--- src/rtl/stream_packer_n.sv ---
// Packs SIZE consecutive WIDTH-bit beats into one SIZE*WIDTH word, first beat in slot 0.
// Word is valid the cycle after its completing beat; under backpressure only the completing beat stalls.
module stream_packer_n #(
    parameter int SIZE  = 8,
    parameter int WIDTH = 32
) (
    input  logic                  iCLK,
    input  logic                  iRST,
    input  logic                  iValid_AM,
    output logic                  oReady_AM,
    input  logic [WIDTH-1:0]      iData_AM,
    output logic                  oValid_BM,
    input  logic                  iReady_BM,
    output logic [SIZE*WIDTH-1:0] oData_BM
);
    localparam int CW = (SIZE > 1) ? $clog2(SIZE) : 1;
    localparam logic [CW-1:0] LAST = CW'(SIZE - 1);

    logic [CW-1:0]         cnt;
    logic [SIZE*WIDTH-1:0] acc;
    logic [SIZE*WIDTH-1:0] wordNext;
    logic                  lastSlot;
    logic                  inXfer;
    logic                  outXfer;
    logic                  complete;

    assign lastSlot  = (cnt == LAST);
    // Partial beats always land in acc; only the completing beat needs the output register free.
    assign oReady_AM = !lastSlot || !oValid_BM || iReady_BM;
    assign inXfer    = iValid_AM && oReady_AM;
    assign outXfer   = oValid_BM && iReady_BM;
    assign complete  = inXfer && lastSlot;

    always_comb begin
        wordNext = acc;
        wordNext[(SIZE-1)*WIDTH +: WIDTH] = iData_AM;
    end

    always_ff @(posedge iCLK or negedge iRST) begin
        if (!iRST) begin
            cnt <= '0;
            acc <= '0;
        end else if (inXfer) begin
            if (lastSlot) begin
                cnt <= '0;
            end else begin
                cnt <= cnt + CW'(1);
            end
            for (int k = 0; k < SIZE - 1; k++) begin
                if (!lastSlot && cnt == CW'(k)) begin
                    acc[k*WIDTH +: WIDTH] <= iData_AM;
                end
            end
        end
    end

    // A completing beat in the same cycle as an output transfer refills without a bubble.
    always_ff @(posedge iCLK or negedge iRST) begin
        if (!iRST) begin
            oValid_BM <= 1'b0;
            oData_BM  <= '0;
        end else if (complete) begin
            oValid_BM <= 1'b1;
            oData_BM  <= wordNext;
        end else if (outXfer) begin
            oValid_BM <= 1'b0;
        end
    end
endmodule

--- config.mk ---
export PLATFORM = sky130hd
export DESIGN_NAME = stream_packer_n
export DESIGN_NICKNAME = d
export VERILOG_FILES = /design/src/rtl/stream_packer_n.sv
export SDC_FILE = /design/constraint.sdc
export NUM_CORES = 1
export LEC_CHECK = 0
export ABC_AREA = 1
export ABC_CLOCK_PERIOD_IN_PS = 2000
export BUFFER_PORTS_ARGS = -buffer_cell sky130_fd_sc_hd__buf_2
export CAP_MARGIN = 20
export CORE_ASPECT_RATIO = 1.1
export CORE_MARGIN = 4
export CORE_UTILIZATION = 50
export DETAILED_ROUTE_END_ITERATION = 10
export GPL_ROUTABILITY_DRIVEN = 0
export PLACE_DENSITY = 0.83
export RECOVER_POWER = 100
export SLEW_MARGIN = 10
export SYNTH_ARGS = -nofsm -noshare
export SYNTH_HDL_FRONTEND = slang
export SYNTH_SLANG_ARGS = --single-unit
--- constraint.sdc ---
create_clock -name iCLK -period 2 [get_ports iCLK]
set_input_delay 0.2 -clock iCLK [delete_from_list [all_inputs] [get_ports iCLK]]
set_output_delay 0.2 -clock iCLK [all_outputs]
set_load 0.005 [all_outputs]
Yosys cells after proc, flatten, opt, wreduce, memory -nomap -nowiden:

Index checks and enable logic that the tools add are counted.

* register bits: 484
* input port bits: 36
* output and inout bits: 258
* logic and storage cells: 44

* add/subtract/negate cells: 1
* equal/unequal tests: 7
* mux-type cells: 3
* reductions and logical operators: 23

Operators with widths (count)
* AND reduction 2 bit: 7
* equality test 3 bit (second input constant): 4
* logical AND 1 bit: 10
* equality test 3 x 2 -> 1 bit (second input constant): 2
* adder 3 x 1 -> 3 bit (second input constant): 1
* equality test 3 x 1 -> 1 bit (second input constant): 1
* logical NOT 3 bit: 1
* 2-to-1 mux 3 bit: 1
* logical NOT 1 bit: 2
* logical OR 1 bit: 2
* 2-to-1 mux 1 bit: 2
* nonzero test 2 bit: 1

Depth between registers and ports, before layout:

* depth after elaboration: 7
* depth in mapped cells: 8
* gate-level depth less buffers: 6

Worst setup path before layout:

OpenSTA, ideal clock, no wires.

* path kind: reg2reg
* from: reg cnt[0]
* to: reg acc[189]
* library setup time: 121 ps
* arrival: 1516 ps
* data required time: 1879 ps
* path slack: 363 ps
* stages on the path, launching flop included: 8
* path buffers: 1
* clock period less this slack: 1637 ps
* cell sequence: dfrtp_1 > ha_1 > ha_1 > inv_4 > nand4_4 > buf_6 > nand2_1 > o21ai_2

* longest elaborated chain between the ends: 6
* elaborated cells on any way between the ends: 8
* those cells by class: 2 x eq/ne; 6 x reduce/logical

Ends and longest elaborated chain
* start, declared: line 19 `logic [CW-1:0] cnt;`
* start signal, assigned: line 47 `cnt <= cnt + CW'(1);`
* equality test 3 bit: line 27 `assign lastSlot = (cnt == LAST);`
* logical NOT 1 bit: line 29, 50
* logical OR 1 bit (2 in series): line 29 `assign oReady_AM = !lastSlot || !oValid_BM || iReady_BM;`
* logical AND 1 bit: line 30 `assign inXfer = iValid_AM && oReady_AM;`
* AND reduction 2 bit (no line) (*)
* end signal, assigned by index: line 51 `acc[k*WIDTH +: WIDTH] <= iData_AM;`
* end, declared: line 20 `logic [SIZE*WIDTH-1:0] acc;`

Every way passes the cells marked *; elsewhere a longest branch is shown, timed or not.
A chain may end at the register's enable or synchronous reset.

Worst setup path in the final report:

* from: reg cnt[0]
* to: out oReady_AM

* longest elaborated chain between the ends: 4

Ends and longest elaborated chain
* equality test 3 bit: line 27
* logical NOT 1 bit: line 29
* logical OR 1 bit (2 in series): line 29
* end, declared: line 10 `output logic oReady_AM,`

No other way between the ends.

==> flow_results.xml <==
<?xml version="1.0" encoding="UTF-8"?>
<metrics>
  <group name="synth">
    <metric name="yosys-mux-area-fraction" unit="%">0</metric>
    <metric name="synth_fp_nets" unit="">1913</metric>
    <metric name="post_syn_area_per_cell" unit="um^2">9.947</metric>
    <metric name="synth-xor-area-share" unit="%">0</metric>
    <metric name="synth-compound-area-share" unit="%">12.72</metric>
    <metric name="ys_seq_elements" unit="">484</metric>
    <metric name="synth_top_cell_by_area" unit="">dfrtp_1</metric>
    <metric name="synth-simple-area-share" unit="%">12.50</metric>
    <metric name="netlist_top_cells_area" unit="">dfrtp_1 (65%), nand2_1 (10%), o21ai_1 (6.4%), inv_1 (5.2%), o21ai_0 (4.8%)</metric>
    <metric name="yosysWarnings" unit="">0</metric>
    <metric name="synth_top_area_share" unit="%">65.08</metric>
    <metric name="main_combinational_cell_family_by_area_after_synthesis" unit="">compound AO/OA/AOI/OAI gates</metric>
    <metric name="synth_cells" unit="">1871</metric>
    <metric name="number_of_distinct_standard_cells_referenced_by_the_synthesized_netlist" unit="">21</metric>
    <metric name="synth_sequential_area_ratio" unit="%">65.08</metric>
    <metric name="yosys.area_share.adder" unit="%">0.4034</metric>
    <metric name="mappedNetlistArea" unit="mm^2">0.01861</metric>
  </group>
  <group name="critical_path">
    <metric name="cp_slowest_stage_delay" unit="ns">0.35</metric>
    <metric name="r2r-end" unit="">oData_BM[169]</metric>
    <metric name="timing.critical_path.max_delay_family" unit="">adder cells</metric>
    <metric name="setup.reg_to_reg.worst_slack" unit="ns">0.15</metric>
    <metric name="cp_data_required_time" unit="ns">1.80</metric>
    <metric name="cp-start-kind" unit="">flop</metric>
    <metric name="worst-setup-path-type" unit="">reg2out</metric>
    <metric name="critical_path_peak_fanout" unit="">10</metric>
    <metric name="crit_slowest_cell" unit="">dfrtp_1</metric>
    <metric name="crit_end_category" unit="">output port</metric>
    <metric name="critical_path.endpoint" unit="">oReady_AM</metric>
    <metric name="ff2ff_path_depth" unit="">7</metric>
    <metric name="worstSetupStartpoint" unit="">cnt[0]</metric>
    <metric name="cp_num_buf_inv" unit="">2</metric>
    <metric name="worstSetupPathDepth" unit="">5</metric>
    <metric name="critical_path_at" unit="ns">1.73</metric>
    <metric name="worst_path_cell_chain" unit="">ha_2 &gt; ha_4 &gt; nand3_4 &gt; buf_12 &gt; buf_2</metric>
    <metric name="r2r_start" unit="">cnt[0]</metric>
  </group>
  <group name="route">
    <metric name="met2_length" unit="mm">24.34</metric>
    <metric name="route.detailed.wl_per_inst" unit="um">18.19</metric>
    <metric name="top_layer_used" unit="">met5</metric>
    <metric name="drc_errors" unit="">0</metric>
    <metric name="final_antenna_net_count" unit="">0</metric>
    <metric name="num_vias" unit="">14110</metric>
    <metric name="met3WireLength" unit="mm">4.015</metric>
    <metric name="wl_met1" unit="mm">18.71</metric>
    <metric name="number_of_violations_reported_at_the_end_of_detailed_routing_iteration_0" unit="">1071</metric>
    <metric name="drt-vias-per-instance" unit="">5.187</metric>
    <metric name="detailedRoute.firstPassIterationCount" unit="">5</metric>
    <metric name="total_wire_length_after_detailed_routing" unit="mm">49.48</metric>
  </group>
  <group name="cells_and_area">
    <metric name="insertedDiodeCount" unit="">0</metric>
    <metric name="layout-drive-gt1-share" unit="%">11.55</metric>
    <metric name="synthToLayoutAreaGrowth" unit="%">18.59</metric>
    <metric name="design.final.nets" unit="">2239</metric>
    <metric name="post_layout_utilization_of_the_core" unit="%">60.57</metric>
  </group>
  <group name="grt">
    <metric name="grt_util_all_layers" unit="%">24.44</metric>
    <metric name="grt_remaining_overflow" unit="">0</metric>
    <metric name="grt_max_degree" unit="">81</metric>
    <metric name="first_pass_grt_wire_length" unit="mm">77.69</metric>
    <metric name="antenna_found_initial" unit="">1</metric>
    <metric name="grt_pass1_vias" unit="">14110</metric>
  </group>
  <group name="sta">
    <metric name="worst_clock_skew" unit="ns">0.01262</metric>
    <metric name="max_clock_freq" unit="MHz">518.7</metric>
    <metric name="timing.final.crit_share" unit="%">96.40</metric>
    <metric name="final-setup-viol-count" unit="">0</metric>
    <metric name="grt_setup_unrepaired" unit="">false</metric>
    <metric name="timing.final.crit_period" unit="ns">1.928</metric>
    <metric name="hold_viol_final" unit="">0</metric>
    <metric name="setup-tns-final" unit="ns">0</metric>
    <metric name="slew_violations" unit="">0</metric>
    <metric name="setup_slack" unit="ns">0.07206</metric>
    <metric name="worst_slew_pin_slew" unit="ns">1.163</metric>
    <metric name="timing.max_slew.rel_slack" unit="%">22.49</metric>
  </group>
  <group name="cts">
    <metric name="clock_tree.buffer_depth" unit="">3</metric>
    <metric name="clock_tree.htree_level_count" unit="">2</metric>
    <metric name="numClockSinks" unit="">484</metric>
    <metric name="tritoncts.num_buffers" unit="">47</metric>
    <metric name="tritoncts" unit="">yes</metric>
    <metric name="path_clk_slew" unit="ns">0.06</metric>
    <metric name="cts_root_buffer" unit="">clkbuf_16</metric>
    <metric name="worstSkewPairLatency" unit="ns">0.55</metric>
  </group>
  <group name="floorplanning">
    <metric name="chipHeight" unit="um">210.4</metric>
    <metric name="floorplan.die.width" unit="um">192.0</metric>
    <metric name="placementRows" unit="">73</metric>
    <metric name="floorplan.io_pins" unit="">294</metric>
    <metric name="design.core.area" unit="mm^2">0.03644</metric>
    <metric name="initial_utilization" unit="%">51.07</metric>
    <metric name="die-area" unit="mm^2">0.04038</metric>
  </group>
  <group name="pwr">
    <metric name="power.static_leakage" unit="nW">11.14</metric>
    <metric name="pwr_density" unit="mW/mm^2">1514</metric>
    <metric name="vdd_drop_max" unit="uV">747.2</metric>
  </group>
  <group name="min_path">
    <metric name="hp-class" unit="">in2reg</metric>
  </group>
  <group name="placement">
    <metric name="place_worst_setup_slack" unit="ns">0.1840</metric>
    <metric name="placement.io_buffers" unit="">293</metric>
    <metric name="dp.final_hpwl" unit="mm">32.20</metric>
  </group>
  <group name="run">
    <metric name="max_capacitance_violation_count" unit="">0</metric>
  </group>
  <group name="status">
    <metric name="status" unit="">complete, no violations</metric>
  </group>
</metrics>
==> how the worst min path moves through the flow <==
stage	from	endpoint	slack, ns	cells after the start
after detailed placement	iRST	acc[152]	0.12	1
after global placement	iRST	acc[154]	0.12	1
after CTS	iValid_AM	cnt[1]	0.02	3
after global routing	iValid_AM	cnt[1]	0.06	3
final	iValid_AM	cnt[1]	0.04	3
after floorplan	iRST	acc[0]	-0.1	0
==> cell usage in the layout, fill, tap and decap left out <==
master,synthesis,layout
bufinv_16,0,4
ha_1,6,4
inv_4,1,1
nand2_1,520,520
nand3_2,2,1
nand3_1,2,2
inv_6,0,1
clkinv_2,1,7
nand3_4,1,2
clkinvlp_4,0,1
clkbuf_4,0,10
o21ai_0,178,404
ha_2,0,1
buf_1,2,2
inv_1,259,259
clkbuf_8,0,11
buf_6,32,4
buf_12,0,10
clkbuf_16,0,49
ha_4,0,1
buf_4,4,12
clkbuf_1,9,190
dfrtp_1,484,484
o21ai_1,239,43
nand4_1,32,34
dlygate4sd3_1,0,33
clkbuf_2,13,10
bufbuf_16,0,1
buf_2,47,126
nand4_4,6,4
o21ai_2,32,2
==> area by class of cell <==
cell class	instances	area, um^2
clock inverters	12	166.4
repair buffers	385	2126
flip-flops and latches	484	12110
well taps	487	609.3
fillers	2976	14370
inverters	261	983.4
multi-input cells	1018	4649
clock buffers	73	1426
==> registers in the layout, summed over array words and instances, names as in the netlist <==
| register | count |
|---|---|
| oData_BM | 256 |
| acc | 224 |
| cnt | 3 |
| oValid_BM | 1 |
==> tightest hold or removal path: stages <==
cell and delay [ns]:
buf_2 0.18, nand3_1 0.11, nand2_1 0.05
==> power by group <==
group          internal [mW]  leakage, nW  switching [mW]
Combinational           3.18         4.12            4.88
Sequential              13.8         6.25            2.46
Clock                   5.42        0.783            3.67
Total                   22.4         11.1            11.0
==> cell usage after synthesis <==
| cell | n |
|---|---|
| buf_1 | 2 |
| buf_2 | 47 |
| buf_4 | 4 |
| buf_6 | 32 |
| buf_8 | 1 |
| clkbuf_1 | 9 |
| clkbuf_2 | 13 |
| clkinv_2 | 1 |
| dfrtp_1 | 484 |
| ha_1 | 6 |
| inv_1 | 259 |
| inv_4 | 1 |
| nand2_1 | 520 |
| nand3_1 | 2 |
| nand3_2 | 2 |
| nand3_4 | 1 |
| nand4_1 | 32 |
| nand4_4 | 6 |
| o21ai_0 | 178 |
| o21ai_1 | 239 |
| o21ai_2 | 32 |
==> metrics by stage <==
| stage | hold WS (ns) | cells | instance area, um^2 | power [mW] |
|---|---|---|---|---|
| floorplan | -0.09559 | 1871 | 18610 | 20.83 |
| global placement | 0.1155 | 2596 | 20720 | 24.52 |
| detailed placement | 0.1180 | 2596 | 20720 | 25.12 |
| CTS | 0.02467 | 2717 | 22720 | 34.50 |
| global route | 0.05570 | 2720 | 22070 | 35.68 |
| finish | 0.03842 | 2720 | 22070 | 33.42 |
==> cell families (layout without fill, tap and decap cells) <==
| group | Yosys count | count (layout) |
|---|---|---|
| compound gates | 449 | 449 |
| fa+ha+maj | 6 | 6 |
| buf+inv | 369 | 731 |
| flops | 484 | 484 |
| simple gates | 563 | 563 |
==> routing by layer <==
layer	vias up	GRT usage (%)
li1	6531	-
met1	6806	30.68
met2	623	40.81
met4	2	11.37
met5	-	0
met3	147	5.184
==> what timing repair did <==
item	in CTS	in global routing
hold buffers	33	0
hold endpoints to repair	327	0
gates resized for setup	4	0
buffers inserted	2	3
endpoints found under the setup margin	1	1
cloned	1	0
No activity file was read; power rests on OpenSTA's default activity.
